**src/rtl/position_register_file_if.sv**
```systemverilog
// Move-request and board-status bundle between the position decoders,
// the board storage stage and its consumers (display path, FSM controller).
interface position_register_file_if;
  logic [15:0] player_en;
  logic [15:0] computer_en;
  logic        clear;
  logic [17:0] board;
  logic        write_done;
  logic        illegal_move;
  logic [3:0]  move_count;
  logic        board_full;
  logic [1:0]  winner;
  logic        game_over;

  modport master (
    output player_en, computer_en, clear,
    input  board, write_done, illegal_move, move_count, board_full, winner, game_over
  );

  modport slave (
    input  player_en, computer_en, clear,
    output board, write_done, illegal_move, move_count, board_full, winner, game_over
  );
endinterface

```
**src/rtl/position_register_file.sv**
```systemverilog
// Tic-tac-toe board storage: accepts one legal move per request, rejects the
// rest, then spends one cycle judging the registered board for a win or draw.
module position_register_file (
  input  logic                           clock,
  input  logic                           reset,
  position_register_file_if.slave        bus
);
  typedef enum logic [1:0] {PLAY = 2'd0, EVAL = 2'd1, OVER = 2'd2} state_t;
  typedef logic [9:1][1:0] board_t;

  state_t      state_q, state_d;
  board_t      board_q, board_d;
  logic [3:0]  move_count_q, move_count_d;
  logic [1:0]  winner_q, winner_d;
  logic        write_done_q, write_done_d;
  logic        illegal_move_q, illegal_move_d;

  logic        p_any, c_any, request, target_empty, accept;
  logic [15:0] sel;

  function automatic logic [1:0] line_owner(input logic [1:0] a, input logic [1:0] b,
                                            input logic [1:0] c);
    return (a != 2'b00 && a == b && b == c) ? a : 2'b00;
  endfunction

  // Player lines outrank computer lines; a full board with no line is a draw.
  function automatic logic [1:0] evaluate(input board_t b, input logic [3:0] cnt);
    logic [7:0][1:0] own;
    logic            x_line;
    logic            o_line;
    own[0] = line_owner(b[1], b[2], b[3]);
    own[1] = line_owner(b[4], b[5], b[6]);
    own[2] = line_owner(b[7], b[8], b[9]);
    own[3] = line_owner(b[1], b[4], b[7]);
    own[4] = line_owner(b[2], b[5], b[8]);
    own[5] = line_owner(b[3], b[6], b[9]);
    own[6] = line_owner(b[1], b[5], b[9]);
    own[7] = line_owner(b[3], b[5], b[7]);
    x_line = 1'b0;
    o_line = 1'b0;
    for (int i = 0; i < 8; i++) begin
      x_line = x_line | (own[i[2:0]] == 2'b01);
      o_line = o_line | (own[i[2:0]] == 2'b10);
    end
    if (x_line)           return 2'b01;
    else if (o_line)      return 2'b10;
    else if (cnt == 4'd9) return 2'b11;
    else                  return 2'b00;
  endfunction

  always_comb begin
    p_any   = |bus.player_en;
    c_any   = |bus.computer_en;
    request = p_any | c_any;
    sel     = p_any ? bus.player_en : bus.computer_en;
    target_empty = 1'b0;
    for (int k = 1; k <= 9; k++) begin
      if (sel[k[3:0]] && board_q[k[3:0]] == 2'b00) target_empty = 1'b1;
    end
    accept = (state_q == PLAY) && (p_any ^ c_any) && $onehot(sel) &&
             !sel[0] && (sel[15:10] == 6'd0) && target_empty;
  end

  always_comb begin
    state_d        = state_q;
    board_d        = board_q;
    move_count_d   = move_count_q;
    winner_d       = winner_q;
    write_done_d   = 1'b0;
    illegal_move_d = 1'b0;
    if (bus.clear) begin
      state_d      = PLAY;
      board_d      = '0;
      move_count_d = 4'd0;
      winner_d     = 2'b00;
    end else begin
      if (accept) begin
        for (int k = 1; k <= 9; k++) begin
          if (sel[k[3:0]]) board_d[k[3:0]] = p_any ? 2'b01 : 2'b10;
        end
        move_count_d = (move_count_q == 4'd9) ? 4'd9 : move_count_q + 4'd1;
        write_done_d = 1'b1;
        state_d      = EVAL;
      end else if (request) begin
        illegal_move_d = 1'b1;
      end
      if (state_q == EVAL) begin
        winner_d = evaluate(board_q, move_count_q);
        state_d  = (winner_d != 2'b00) ? OVER : PLAY;
      end
    end
  end

  always_ff @(posedge clock) begin
    if (!reset) begin
      state_q        <= PLAY;
      board_q        <= '0;
      move_count_q   <= 4'd0;
      winner_q       <= 2'b00;
      write_done_q   <= 1'b0;
      illegal_move_q <= 1'b0;
    end else begin
      state_q        <= state_d;
      board_q        <= board_d;
      move_count_q   <= move_count_d;
      winner_q       <= winner_d;
      write_done_q   <= write_done_d;
      illegal_move_q <= illegal_move_d;
    end
  end

  assign bus.board        = board_q;
  assign bus.write_done   = write_done_q;
  assign bus.illegal_move = illegal_move_q;
  assign bus.move_count   = move_count_q;
  assign bus.board_full   = (move_count_q == 4'd9);
  assign bus.winner       = winner_q;
  assign bus.game_over    = (winner_q != 2'b00);
endmodule

```
**src/flat_wrapper.sv**
```systemverilog
// flat-port wrapper written by rule: the top's interface ports become plain ports
module position_register_file_flat 
  (clock, reset, bus_player_en, bus_computer_en, bus_clear, bus_board, bus_write_done, bus_illegal_move, bus_move_count, bus_board_full, bus_winner, bus_game_over);
  position_register_file_if bus_i ();
  input  logic clock;
  input  logic reset;
  input wire logic [$bits(bus_i.player_en)-1:0] bus_player_en;
  input wire logic [$bits(bus_i.computer_en)-1:0] bus_computer_en;
  input wire logic [$bits(bus_i.clear)-1:0] bus_clear;
  output wire logic [$bits(bus_i.board)-1:0] bus_board;
  output wire logic [$bits(bus_i.write_done)-1:0] bus_write_done;
  output wire logic [$bits(bus_i.illegal_move)-1:0] bus_illegal_move;
  output wire logic [$bits(bus_i.move_count)-1:0] bus_move_count;
  output wire logic [$bits(bus_i.board_full)-1:0] bus_board_full;
  output wire logic [$bits(bus_i.winner)-1:0] bus_winner;
  output wire logic [$bits(bus_i.game_over)-1:0] bus_game_over;
  assign bus_i.player_en = bus_player_en;
  assign bus_i.computer_en = bus_computer_en;
  assign bus_i.clear = bus_clear;
  assign bus_board = bus_i.board;
  assign bus_write_done = bus_i.write_done;
  assign bus_illegal_move = bus_i.illegal_move;
  assign bus_move_count = bus_i.move_count;
  assign bus_board_full = bus_i.board_full;
  assign bus_winner = bus_i.winner;
  assign bus_game_over = bus_i.game_over;
  position_register_file u_core (.clock(clock), .reset(reset), .bus(bus_i));
endmodule
```
**config.mk**
```make
export PLATFORM = sky130hd
export DESIGN_NAME = position_register_file_flat
export DESIGN_NICKNAME = d
export VERILOG_FILES = /design/src/rtl/position_register_file_if.sv /design/src/rtl/position_register_file.sv /design/src/flat_wrapper.sv
export SDC_FILE = /design/constraint.sdc
export NUM_CORES = 1
export LEC_CHECK = 0
export CAP_MARGIN = 30
export CORE_ASPECT_RATIO = 0.5
export CORE_MARGIN = 5
export CORE_UTILIZATION = 44
export CTS_CLUSTER_SIZE = 24
export DETAILED_ROUTE_END_ITERATION = 6
export GPL_TIMING_DRIVEN = 0
export MAX_ROUTING_LAYER = met4
export PLACE_DENSITY = 0.85
export SYNTH_ARGS = -nofsm -noshare
export SYNTH_HDL_FRONTEND = slang
export SYNTH_SLANG_ARGS = --single-unit
```
**constraint.sdc**
```tcl
create_clock -name clock -period 5.6 [get_ports clock]
set_input_delay 0.56 -clock clock [delete_from_list [all_inputs] [get_ports clock]]
set_output_delay 0.56 -clock clock [all_outputs]
set_load 0.005 [all_outputs]
```
==> Word-level counts from Yosys, hierarchy flattened <==
Cells that the tools add are included.
{ "classes": {"n_addsub": 16, "n_mul": 0, "div_mod_pow": 0, "n_lt_le_gt_ge": 0, "n_eq_ne": 35, "n_shift": 0, "muxes": 30, "n_bitwise": 17, "n_reduce_logical": 63} }
{ "op_table": {"columns": ["cell", "count"], "rows": [
  ["adder 5 bit", 7],
  ["two-way mux 2 bit", 17],
  ["equality test 2 bit", 16],
  ["OR reduction 16 bit", 2],
  ["logical AND 1 bit", 30],
  ["logical NOT 2 bit", 10],
  ["equality test 2 x 1 -> 1 bit, second input constant", 9],
  ["AND reduction 2 bit", 9],
  ["adder 1 x 1 -> 2 bit", 8],
  ["equality test 2 bit, second input constant", 8],
  ["two-way mux 16 bit", 1],
  ["nonzero test 2 bit", 8],
  ["OR 1 bit", 15],
  ["two-way mux 1 bit", 11],
  ["logical NOT 6 bit", 1],
  ["equality test 5 x 1 -> 1 bit, second input constant", 1],
  ["adder 4 x 1 -> 4 bit, second input constant", 1],
  ["equality test 4 bit, second input constant", 1],
  ["two-way mux 4 bit", 1],
  ["OR reduction 3 bit", 1],
  ["OR reduction 2 bit", 1],
  ["logical NOT 1 bit", 1],
  ["NOT 1 bit", 1],
  ["bitwise XOR 1 bit", 1]
]} }
{ "word_totals": {"regBits": 28, "latchBits": 0, "ram_bits": 0, "rom_bits": 0, "input_bits": 35, "out_inout_bits": 28, "mem_count": 0} }

==> Depth between registers and ports, before layout <==
{ "logic_depth": {"word_depth": 19, "ltp_mapped": 23, "depth_no_buf": 22} }

==> Worst setup path before layout <==
OpenSTA, ideal clock, no wires.
{ "synth_path": {"kind": "in2reg", "startpoint": "in bus_player_en[4]", "endpoint": "reg u_core.move_count_q[1] (netlist: u_core.bus.move_count[1])", "setup_time_ps": 128, "arrival_time_ps": 5577, "setup_slack_ps": -105, "cell_stages": 20, "path_buffers": 1, "cell_sequence": "nor4_1 > nand4_1 > clkinv_1 > clkbuf_1 > a21o_1 > ha_1 > inv_1 > fa_1 > fa_1 > fa_1 > inv_1 > fa_1 > ha_1 > fa_1 > nor4bb_1 > and3_1 > o211ai_1 > a211oi_2 > mux2i_1 > nor2_1"} }
{ "synth_between": {"elab_chain_len": 13} }
{ "synth_rtl": {"columns": ["item", "line", "rtl"], "rows": [
  ["start, declared", "flat_wrapper.sv:7", "input wire logic [$bits(bus_i.player_en)-1:0] bus_player_en;"],
  ["branches (longest 12 deep; another with adder 5 bit)", null, null],
  ["logical AND 1 bit *", "position_register_file.sv:61", "!sel[0] && (sel[15:10] == 6'd0) && target_empty;"],
  ["end signal, assigned", "position_register_file.sv:105", "move_count_q <= move_count_d;"],
  ["end, declared", "position_register_file.sv:13", "logic [3:0] move_count_q, move_count_d;"]
]} }
Every way passes the cells marked *.
A chain may end at the register's enable or synchronous reset.

==> Worst setup path after layout <==
{ "layout_path": {"startpoint": "in bus_player_en[5]", "endpoint": "reg u_core.board_q (netlist bit u_core.bus.board[15])"} }
{ "layout_between": {"elab_chain_len": 14} }
{ "layout_rtl": {"columns": ["item", "line", "rtl"], "rows": [
  ["branches (longest 14 deep; another with adder 5 bit)", null, null],
  ["end signal, assigned", "position_register_file.sv:104", "board_q <= board_d;"],
  ["end, declared", "position_register_file.sv:12", "board_t board_q, board_d;"]
]} }
Several ways; the timed one is not identified.

==> flow_summary_export.csv <==
group,metric,value,unit
run_status,status,"finished, violations left",
run_status,violations,"setup timing",
cts,clk_pin_slew,0.10,ns
sta,setup_violations,20,
critical_path,cp_data_arrival_time,5.90,ns
logic_synthesis,synthAdderAreaFrac,18.9,%
power_and_ir_drop,p_int,401,µW
sta,worst_pin_slew,0.748,ns
sta,rsz0062_at_grt,"yes",
logic_synthesis,synth_area,0.00229,mm²
routing,wl_per_cell,20.0,µm
power_and_ir_drop,power.switching,188,µW
cts,cts_buffers,3,
layout,drive_gt1_share,22.2,%
logic_synthesis,synth_simple_gate_area_share,23.5,%
critical_path,slowest_stage,"fa_2",
critical_path,crit_type,"primary input to flip-flop",
layout,postLayoutCoreUtil,65.8,%
cts,cts-root-buf,"clkbuf_8",
floorplanning,die_area,0.00683,mm²
cts,htreeDepth,1,
routing,dr_total_vias,2562,
logic_synthesis,synth_commonest_cells,"35 x inv_1, 29 x a21oi_1, 28 x dfxtp_1",
critical_path,path_buf_inv,9,
logic_synthesis,syn_nets,328,
logic_synthesis,seq_area_frac_synth,24.5,%
logic_synthesis,synth_area_leader_cell,"dfxtp_1",
place,placed_cell_area,0.00300,mm²
power_and_ir_drop,power.static_leakage,0.00130,µW
sta,worst_slack,-0.0973,ns
global_route,globalRoute.totalOverflow,0,
sta,slew_viol_final,0,
layout,syn_to_final_growth,43.2,%
critical_path,cp-start-kind,"primary input",
floorplanning,die_h,61.0,µm
routing,drt_pass1_iterations,5,
global_route,grt_pass1_wl,12200,µm
floorplanning,dieWidth,112,µm
sta,min_period,5.70,ns
logic_synthesis,yosysTopAreaCellShare,24.5,%
sta,period_share,102,%
power_and_ir_drop,clock_power_share,27.8,%
sta,skew,0.00301,ns
critical_path,worstPathMaxFanout,8,
critical_path,required,5.80,ns
floorplanning,row_count,18,
routing,drt_iter0_markers,314,
sta,max_freq,176,MHz
layout,fin_area,0.00328,mm²
power_and_ir_drop,seqPwrFrac,33.9,%
logic_synthesis,synthDistinctLibCells,51,
logic_synthesis,ys_seq_elements,28,
run,max_cap_viol_count,0,
logic_synthesis,synth_compound_area_share,25.2,%
cts,cts_buffer_depth,2,
power_and_ir_drop,pwr-share-comb,38.4,%
logic_synthesis,yosys_warnings,0,
logic_synthesis,synth_xor_area_share,0,%
sta,slew_headroom,49.7,%
global_route,grt_use_total,22.9,%
routing,antenna_left,0,
floorplanning,io_pins,63,
hold_path,worstHoldStart,"u_core.bus.winner[1]$_SDFFE_PP0P_",
power_and_ir_drop,peakVddDrop,218,µV
critical_path,endpoint_kind,"flip-flop",
cts,clock-sinks,28,
logic_synthesis,synthMuxAreaShare,0.437,%
logic_synthesis,synth_area_leaders,"dfxtp_1 24%, fa_1 9.6%, ha_1 9.3%",
critical_path,timing.critical_path.max_delay_family,"adder cells",
layout,antenna_cells,0,
power_and_ir_drop,switching_share,31.9,%
logic_synthesis,synth-edff-count,0,
logic_synthesis,ys.flop_type,"dfxtp_1",
hold_path,hp-class,"flip-flop to flip-flop",
critical_path,slowest_delay,0.52,ns
logic_synthesis,synth_top_family_by_area,"compound AO/OA/AOI/OAI gates",
floorplanning,core_area,0.00498,mm²
logic_synthesis,async_reset_ff_share,0,%
layout,nets,407,
place,numPortBuffers,62,
logic_synthesis,synth.most_common_cell,"inv_1",
sta,finalHoldViolCount,0,
routing,drt_wl_total,8250,µm
floorplanning,floorplan.initialDensity,46.0,%
cts,hold_buffers,0,
power_and_ir_drop,pwr_density_cell,180,mW/mm²
place,gp_congestion,0.969,
routing,viasPerCell,6.20,
global_route,grt_pass1_vias,2421,
critical_path,r2r_start,"u_core.bus.board[7]$_SDFFE_PP0P_",
routing,drc_errors,0,
cts,clk_latency,0.28,ns
global_route,grt_max_degree,17,
logic_synthesis,syn_avg_cell_area,8.64,µm²
global_route,antenna_found_initial,0,
cts,cts_tree,"yes",
place,dp_hpwl,5790,µm
logic_synthesis,syn-instance-count,265,
critical_path,cp-startpoint,"bus_player_en[5]",
critical_path,crit_top_cell,"inv_1",
-- stage by stage --
step	hold slack (ns)	std cells	TNS, ns	worst slack (ns)	power (µW)
3_5_place_dp	0.461	397	-25.91	-1.12	420
6_report	0.478	413	-0.868	-0.0973	589
3_3_place_gp	0.452	397	-22.27	-0.984	398
5_1_grt	0.540	413	-4.76	-0.256	629
4_1_cts	0.477	410	0	0.000324	580
2_1_floorplan	0.456	265	0	0.0457	337
-- power by group through the flow --
| stage | clock (µW) | combinational, µW | sequential, µW |
|---|---|---|---|
| finish | 164 | 226 | 199 |
| global route | 171 | 258 | 200 |
| CTS | 163 | 217 | 199 |
| detailed placement | 0 | 216 | 204 |
| global placement | 0 | 194 | 204 |
| floorplan | 0 | 133 | 204 |
-- placed cells by master, fill, tap and decap left out, types with 3 or more instances in the layout --
| cell | count |
|---|---|
| a21bo_2 | 7 |
| ha_2 | 3 |
| buf_4 | 10 |
| fa_2 | 3 |
| dfxtp_1 | 28 |
| nor4bb_1 | 6 |
| buf_2 | 6 |
| a21o_1 | 16 |
| clkdlybuf4s50_1 | 46 |
| nand2_1 | 11 |
| ha_1 | 14 |
| nor2_1 | 14 |
| a211oi_1 | 4 |
| a21oi_1 | 25 |
| fa_1 | 8 |
| nor3b_2 | 4 |
| a21oi_2 | 6 |
| nand2b_1 | 4 |
| nand4_1 | 3 |
| nor4_4 | 3 |
| buf_6 | 9 |
| buf_8 | 3 |
| nor3b_1 | 16 |
| o21ai_0 | 3 |
| clkbuf_8 | 3 |
| clkbuf_2 | 3 |
| inv_1 | 33 |
| nor4_1 | 5 |
-- tightest hold or removal path, stage by stage (launching register included) --
cell	delay, ns
dfxtp_1	0.33
nand2_1	0.06
a21oi_1	0.05
-- routing by layer --
layer	global-route usage (%)	vias up	share of wire (%)
li1	-	1124	-
met1	28.5	1217	40
met2	38.2	179	48
met3	3.49	42	8.7
met4	9.25	0	3.6
met5	-	-	0
-- state kept, by name, indices dropped and copies added (netlist names) --
name,count
u_core.bus.board,18
u_core.bus.illegal_move,1
u_core.bus.move_count,4
u_core.bus.winner,2
u_core.bus.write_done,1
u_core.state_q,2
-- path summary, 6_finish.rpt --
| path | end | slack (ns) | cells past startpoint |
|---|---|---|---|
| hold reg to reg | u_core.bus.winner[1]$_SDFFE_PP0P_ | 0.48 | 2 |
| setup / recovery | u_core.bus.board[15]$_SDFFE_PP0P_ | -0.1 | 25 |
| setup reg to reg | u_core.bus.board[14]$_SDFFE_PP0P_ | 3.22 | 7 |
| hold / removal | u_core.bus.winner[1]$_SDFFE_PP0P_ | 0.48 | 2 |
-- cells by family (layout without fill, tap and decap cells) --
family,Yosys count,in the layout
compound gates,80,80
fa+ha+maj,28,28
buf+inv,43,121
flops,28,28
mux,1,1
simple gates,85,85
-- repair_timing --
item / 4_1_cts / 5_1_grt
pin swaps: 16 / 15
gates resized for setup: 70 / 48
buffers inserted: 9 / 2
endpoints found under the setup margin: 25 / 25
cloned: 0 / 1
-- final cells by class --
cell class                      instances  area [µm²]
Tap cell                               70        87.6
Clock inverter                          1        30.0
Inverter                               36         138
Sequential cell                        28         561
Multi-Input combinational cell        194        1670
Buffer                                  7        60.1
Fill cell                             368        1700
Timing Repair Buffer                   74         689
Clock buffer                            3        41.3
Note: power is estimated with default switching activity, not from simulation.
